<file path="src/rtl/dot3_issue_ctrl.sv">
// Issue controller in front of the 3-element float32 dot-product unit.
// Buffers operand vectors in a 2-entry FIFO, drives one vector at a time to
// the dot unit, holds it for LATENCY cycles, then captures and presents the
// result over a valid/ready handshake. Values pass through bit-exact.

module dot3_issue_ctrl #(
  parameter int unsigned LATENCY = 32,
  parameter int unsigned CNT_W   = 8
) (
  input  logic        clk,
  input  logic        rst,
  // Upstream operand handshake
  input  logic        in_valid,
  output logic        in_ready,
  input  logic [31:0] in_a0,
  input  logic [31:0] in_a1,
  input  logic [31:0] in_a2,
  input  logic [31:0] in_b0,
  input  logic [31:0] in_b1,
  input  logic [31:0] in_b2,
  // Operands to the dot unit
  output logic [31:0] dot_a0,
  output logic [31:0] dot_a1,
  output logic [31:0] dot_a2,
  output logic [31:0] dot_b0,
  output logic [31:0] dot_b1,
  output logic [31:0] dot_b2,
  input  logic [31:0] dot_out,
  // Downstream result handshake
  output logic        out_valid,
  input  logic        out_ready,
  output logic [31:0] out_result,
  output logic        busy
);

  localparam logic [1:0] S_IDLE = 2'd0;
  localparam logic [1:0] S_RUN  = 2'd1;
  localparam logic [1:0] S_DONE = 2'd2;

  localparam logic [CNT_W-1:0] LastCnt = CNT_W'(LATENCY - 1);

  logic [1:0]       r_state;
  logic [191:0]     r_q_mem [2];
  logic [1:0]       r_q_cnt;
  logic             r_q_rd;
  logic             r_q_wr;
  logic [CNT_W-1:0] r_cnt;
  logic [191:0]     r_dot_vec;
  logic [31:0]      r_out_result;
  logic             r_out_valid;

  logic             w_push;
  logic             w_pop;
  logic             w_out_hs;
  logic             w_lat_hit;
  logic [191:0]     w_in_vec;
  logic [191:0]     w_head;

  // in_ready depends only on registered count; a same-cycle pop does not raise it.
  assign in_ready  = (r_q_cnt != 2'd2);
  assign w_push    = in_valid & in_ready;
  assign w_out_hs  = r_out_valid & out_ready;
  assign w_lat_hit = (r_cnt == LastCnt);
  assign w_in_vec  = {in_a0, in_a1, in_a2, in_b0, in_b1, in_b2};
  assign w_head    = r_q_mem[r_q_rd];

  // Pop the head when idle, or back-to-back when the current result is taken.
  always_comb begin
    w_pop = 1'b0;
    if (r_q_cnt != 2'd0) begin
      if (r_state == S_IDLE) begin
        w_pop = 1'b1;
      end else if ((r_state == S_DONE) && w_out_hs) begin
        w_pop = 1'b1;
      end
    end
  end

  // Operand FIFO: storage, pointers and occupancy.
  always_ff @(posedge clk) begin
    if (rst) begin
      r_q_cnt <= 2'd0;
      r_q_rd  <= 1'b0;
      r_q_wr  <= 1'b0;
    end else begin
      if (w_push) begin
        r_q_mem[r_q_wr] <= w_in_vec;
        r_q_wr          <= ~r_q_wr;
      end
      if (w_pop) begin
        r_q_rd <= ~r_q_rd;
      end
      case ({w_push, w_pop})
        2'b10:   r_q_cnt <= r_q_cnt + 2'd1;
        2'b01:   r_q_cnt <= r_q_cnt - 2'd1;
        default: r_q_cnt <= r_q_cnt;
      endcase
    end
  end

  // Issue FSM: load operands, wait out the unit latency, capture and hand off.
  always_ff @(posedge clk) begin
    if (rst) begin
      r_state      <= S_IDLE;
      r_cnt        <= '0;
      r_dot_vec    <= '0;
      r_out_result <= '0;
      r_out_valid  <= 1'b0;
    end else begin
      case (r_state)
        S_IDLE: begin
          if (w_pop) begin
            r_dot_vec <= w_head;
            r_cnt     <= '0;
            r_state   <= S_RUN;
          end
        end
        S_RUN: begin
          r_cnt <= r_cnt + CNT_W'(1);
          if (w_lat_hit) begin
            r_out_result <= dot_out;
            r_out_valid  <= 1'b1;
            r_state      <= S_DONE;
          end
        end
        S_DONE: begin
          if (w_out_hs) begin
            r_out_valid <= 1'b0;
            if (w_pop) begin
              r_dot_vec <= w_head;
              r_cnt     <= '0;
              r_state   <= S_RUN;
            end else begin
              r_state <= S_IDLE;
            end
          end
        end
        default: r_state <= S_IDLE;
      endcase
    end
  end

  assign dot_a0     = r_dot_vec[191:160];
  assign dot_a1     = r_dot_vec[159:128];
  assign dot_a2     = r_dot_vec[127:96];
  assign dot_b0     = r_dot_vec[95:64];
  assign dot_b1     = r_dot_vec[63:32];
  assign dot_b2     = r_dot_vec[31:0];
  assign out_valid  = r_out_valid;
  assign out_result = r_out_result;
  assign busy       = (r_state != S_IDLE) || (r_q_cnt != 2'd0);

endmodule

</file>
<file path="config.mk">
export PLATFORM = sky130hd
export DESIGN_NAME = dot3_issue_ctrl
export DESIGN_NICKNAME = d
export VERILOG_FILES = /design/src/rtl/dot3_issue_ctrl.sv
export SDC_FILE = /design/constraint.sdc
export NUM_CORES = 1
export LEC_CHECK = 0
export CORE_UTILIZATION = 45
export CTS_CLUSTER_DIAMETER = 40
export DETAILED_ROUTE_END_ITERATION = 16
export PLACE_DENSITY = 0.71
export SLEW_MARGIN = 10
export SYNTH_ARGS = -nofsm -noshare
export SYNTH_HDL_FRONTEND = slang
export SYNTH_SLANG_ARGS = --single-unit
</file>
<file path="constraint.sdc">
create_clock -name clk -period 24.9 [get_ports clk]
set_input_delay 4.98 -clock clk [delete_from_list [all_inputs] [get_ports clk]]
set_output_delay 4.98 -clock clk [all_outputs]
set_load 0.1 [all_outputs]
</file>
After elaboration in Yosys (flattened, before gate mapping)
Memories as Yosys holds them, arrays and structs flattened. A register that Yosys moved wholly into a read port is not among the register bits.
Cells that the tools add are included.
W data, S select, Z words.
- memories: 1
- RAM bits: 384
- register bits: 239
- logic and storage cells: 62
- output and inout bits: 227
- memory list (memory ; depth ; width ; read ports ; clocked after Yosys merged registers in ; write ports ; line ; source):
    r_q_mem ; 2 ; 192 ; 1 ; 1 ; 1 ; 43 ; logic [191:0] r_q_mem [2];
- equality and inequality tests: 9
- reductions and logical operators: 14
- bitwise logic cells: 4
- mux-type cells: 23
- $add $sub $neg: 3
- operators with widths (operator ; count):
    $mux W192 ; 2
    $pmux W192 S2 ; 1
    $pmux W8 S3 ; 1
    $mux W8 ; 2
    $mux W1 ; 11
    $reduce_bool A2 Y1 ; 5
    $add A8 B1 Y8 const B ; 1
    $eq A8 B5 Y1 const B ; 1
    $ne A2 B2 Y1 const B ; 4
    $mux W2 ; 3
    $pmux W2 S3 ; 1
    $reduce_and A2 Y1 ; 3
    $reduce_and A3 Y1 ; 2
    $eq A2 B1 Y1 const B ; 2
    $eq A2 B2 Y1 const B ; 2
    $pmux W2 S2 ; 1
    $reduce_bool A3 Y1 ; 1
    $add A2 B1 Y2 const B ; 1
    $and A1 B1 Y1 ; 2
    $logic_not A2 Y1 ; 1
    $not A1 Y1 ; 2
    $pmux W1 S2 ; 1
    $sub A2 B1 Y2 const B ; 1
    $logic_and A1 B1 Y1 ; 1
    $logic_or A1 B1 Y1 ; 1

Logic depth before layout (Yosys ltp)
- depth after elaboration: 8
- depth in mapped cells: 9

Worst setup path before layout
Ideal clock, no wire load.
- kind: in2reg
- from: in rst
- to: mem r_q_mem[1][0], enable pin
- arrival: 19.463 ns
- slack: 4.418 ns
- stages on the path: 4
- data required time: 23.881 ns
- path buffers: 3
- cells stage by stage: clkbuf_1 -> clkbuf_1 -> clkbuf_1 -> nor3b_1
- word-level cells in the longest chain between the ends: 2
- ends and longest elaborated chain (item ; line ; source):
    start, declared ; 11 ; input logic rst,
    $mux W1 ; 81 ; if (rst) begin
    $mux W1 (not written as such) ; 87 ; r_q_mem[r_q_wr] <= w_in_vec;
    end, declared ; 43 ;
No other way between the ends.

Worst setup path in the final report
- from: in out_ready
- to: reg r_dot_vec[59]
- word-level cells in the longest chain between the ends: 8
- ends and longest elaborated chain (item ; line ; source):
    start, declared ; 31 ; input logic out_ready,
    $and A1 B1 Y1 (*) ; 62 ; assign w_out_hs = r_out_valid & out_ready;
    $logic_and A1 B1 Y1 ; 73 ; end else if ((r_state == S_DONE) && w_out_hs) begin
    $mux W1 ; 73 ;
    $mux W1 ; 71 ; if (r_state == S_IDLE) begin
    $mux W1 ; 70 ; if (r_q_cnt != 2'd0) begin
    $mux W192 (2 in series) ; -- ;
    $pmux W192 S2 ; -- ;
    end signal, assigned ; 113 ; r_dot_vec <= w_head;
    end signal, assigned ; 130 ; r_dot_vec <= w_head;
    end, declared ; 48 ; logic [191:0] r_dot_vec;
Mark *: on every way between the ends. The rest lies on a longest branch, timed or not. The select of a mux whose other input is x is not followed.
A chain may end at the register's enable or synchronous reset.

==> flow_summary_export.csv <==
group,metric,value,unit
timing,whs,0.470,ns
routing,totalWireLength,57100,µm
timing,clock_skew,0.0199,ns
routing,num_vias,14700,
timing,fin_crit_sh,32.2,%
layout,fill_cells,3651,
timing,relSlewSlack,23.8,%
global_routing,grt_pass1_vias,14900,
clock_tree,root_buffer,"clkbuf_16",
outcome,status,"finished clean",
synth,netlist_top_cells_area,"edfxtp_1 (52%), dfxtp_1 (21%), mux2i_1 (8.6%)",
clock_tree,cts-buffers-inserted,87,
setup_path,cp_max_fo,107,
synth,syn-num-nets,1735,
timing,fin_setup_tns,0,ns
layout,syn_to_final_growth,35.8,%
synth,yosys-top-cells-count,"edfxtp_1 (384), dfxtp_1 (240), a21oi_1 (201)",
timing,hold_violations,0,
timing,max_freq,0.125,GHz
clock_tree,cts_hold_buffers,0,
synth,synth_area_leader_cell,"edfxtp_1",
global_routing,grt-ovfl-total,0,
clock_tree,htreeDepth,3,
floorplanning,die_area,50600,µm²
floorplanning,die_w,225,µm
clock_tree,worstSkewPairLatency,0.62,ns
layout,nNetsFinal,2165,
synth,synth.top_cell.area_share,51.5,%
timing,period_minus_slack,8.02,ns
floorplanning,die_y,225,µm
min_path,holdCritPathClass,"flop to flop",
clock_tree,clockBufferDepth,3,
run,cap_viol_max_count,0,
placement,place_hpwl,33600,µm
synth,netlist_area,22400,µm²
synth,postSynth.asyncResetShare,0,%
timing,tightest_slew,1.14,ns
setup_path,required,25.33,ns
clock_tree,cts_setup_buffers,0,
power,power.density,144,nW/µm²
global_routing,grt_pass1_wl,85500,µm
layout,drive_gt1_share,9.06,%
synth,ys_ff_latch,624,
routing,drt-pass1-iter-count,5,
placement,portBuffers,454,
floorplanning,row_count,81,
synth,synth_flop_cell,"edfxtp_1",
synth,ys_warn_count,0,
setup_path,endpoint_kind,"flop",
floorplanning,core,49000,µm²
global_routing,antenna_found_initial,22,
synth,synth_cell_type_count,40,
timing,setup_violations,0,
routing,via_per_inst,5.48,
clock_tree,cts_resized,0,
floorplanning,start_util,45.7,%
synth,synth.most_common_cell,"edfxtp_1",
global_routing,grt_usage,22.1,%
setup_path,critPathKind,"input port to flop",
setup_path,critPathLaunchType,"input port",
routing,drc,0,
clock_tree,cts_tree,"yes",
floorplanning,ioPinCount,455,
routing,dr.first_iter.drc_count,913,
timing,rsz0062_at_grt,"false",
clock_tree,clk_pin_slew,0.06,ns
synth,synth_edf_count,384,
clock_tree,cts.sinks,624,
power,max-vdd-ir-drop,0.000158,V
synth,ys_seq_area_share,73.0,%
routing,ant_nets,0,
timing,slew_viol_final,0,
setup_path,arrival,8.45,ns
placement,place.gp.congestion,0.785,
power,leakage,10.0,nW
synth,syn_inst,1505,
routing,wl_per_cell,21.3,µm
global_routing,grt_start_max_net_pins,108,
synth,syn_area_per_cell,14.9,µm²
## worst paths after layout
check / endpoint / from / slack, ns / depth (start not counted)
setup / recovery: r_dot_vec[59]$_SDFFE_PP0P_ / out_ready / 16.88 / 6
hold / removal: out_result[19]$_SDFFE_PP0P_ / out_result[19]$_SDFFE_PP0P_ / 0.47 / 1
setup reg to reg: r_dot_vec[59]$_SDFFE_PP0P_ / r_state[0]$_SDFFE_PP0P_ / 21.19 / 5
hold reg to reg: out_result[19]$_SDFFE_PP0P_ / out_result[19]$_SDFFE_PP0P_ / 0.47 / 1
## metal layers
metal / wire length [µm] / global-route usage (%) / vias to the layer above
met4: 2330 / 11.0 / 16
li1: - / - / 6770
met5: 109 / 0 / -
met3: 5280 / 8.80 / 148
met1: 21700 / 25.5 / 7225
met2: 27700 / 35.8 / 548
## sequential cells by signal (all words and copies together), names as in the netlist, named ones only
name / count
out_result: 32
out_valid: 1
r_cnt: 8
r_dot_vec: 192
r_q_cnt: 2
r_q_mem: 384
r_q_rd: 1
r_q_wr: 1
r_state: 2
## power breakdown
part | internal [mW] | total, mW | switching [mW]
Combinational | 0.442 | 1.76 | 1.32
Clock | 0.763 | 1.23 | 0.467
Sequential | 1.27 | 1.38 | 0.100
Total | 2.48 | 4.36 | 1.88
## layout by cell type, fill, tap and decap left out, types with 2 or more instances in the layout
cell,netlist,routed
clkinvlp_4,0,8
nor2b_1,3,3
edfxtp_1,384,384
ha_1,2,2
clkbuf_8,0,3
a211oi_1,193,193
clkbuf_1,105,13
a31o_2,4,4
or3_1,6,4
clkinv_4,0,8
o21ai_0,6,6
bufinv_16,0,6
nor4_1,32,32
nand2_1,6,6
dfxtp_1,240,239
buf_4,0,20
nand2b_1,33,33
or3_2,0,2
clkbuf_16,0,93
clkinv_2,0,15
a21oi_1,201,201
clkdlybuf4s50_1,0,453
diode_2,0,13
a31o_1,28,28
mux2i_1,192,192
nand3_1,3,3
o211ai_1,8,8
inv_1,5,4
inv_6,0,14
or4_1,4,4
nand4_1,2,2
a31oi_1,4,4
## through the flow
step	util (%)	instance area, µm²	total power [mW]	cells	worst slack [ns]
floorplan	-	22400	2.73	1505	4.42
global placement	55.9	27400	3.13	2510	16.41
detailed placement	55.9	27400	3.15	2510	16.28
CTS	62.0	30300	4.40	2673	16.91
global route	62.1	30400	4.52	2685	16.67
finish	62.1	30400	4.36	2686	16.88
## kinds of logic after synthesis
kind of cell / after synthesis / share of synthesized area [%]
xor+xnor: 2 / 0.0783
compound gates: 453 / 13.1
mux: 192 / 8.59
buf+inv: 138 / 2.54
fa+ha+maj: 2 / 0.112
flops: 624 / 73.0
simple gates: 94 / 2.57
## cell type report
| class | count | area, µm² | share of cell area [%] |
|---|---|---|---|
| Sequential cell | 624 | 16300 | 53.8 |
| Multi-Input combinational cell | 743 | 5490 | 18.1 |
| Timing Repair Buffer | 474 | 4700 | 15.5 |
| Clock buffer | 109 | 2420 | 7.96 |
| Tap cell | 664 | 831 | 2.73 |
| Clock inverter | 54 | 551 | 1.81 |
| Antenna cell | 13 | 32.5 | 0.107 |
| Inverter | 5 | 23.8 | 0.0783 |
## worst max-delay path, stage by stage
cell             delay (ns)
clkdlybuf4s50_1        0.54
a21bo_4                0.69
nand2_1                0.27
inv_6                  0.70
buf_4                  0.94
a211oi_1               0.22
(Power assumes the default switching activity.)
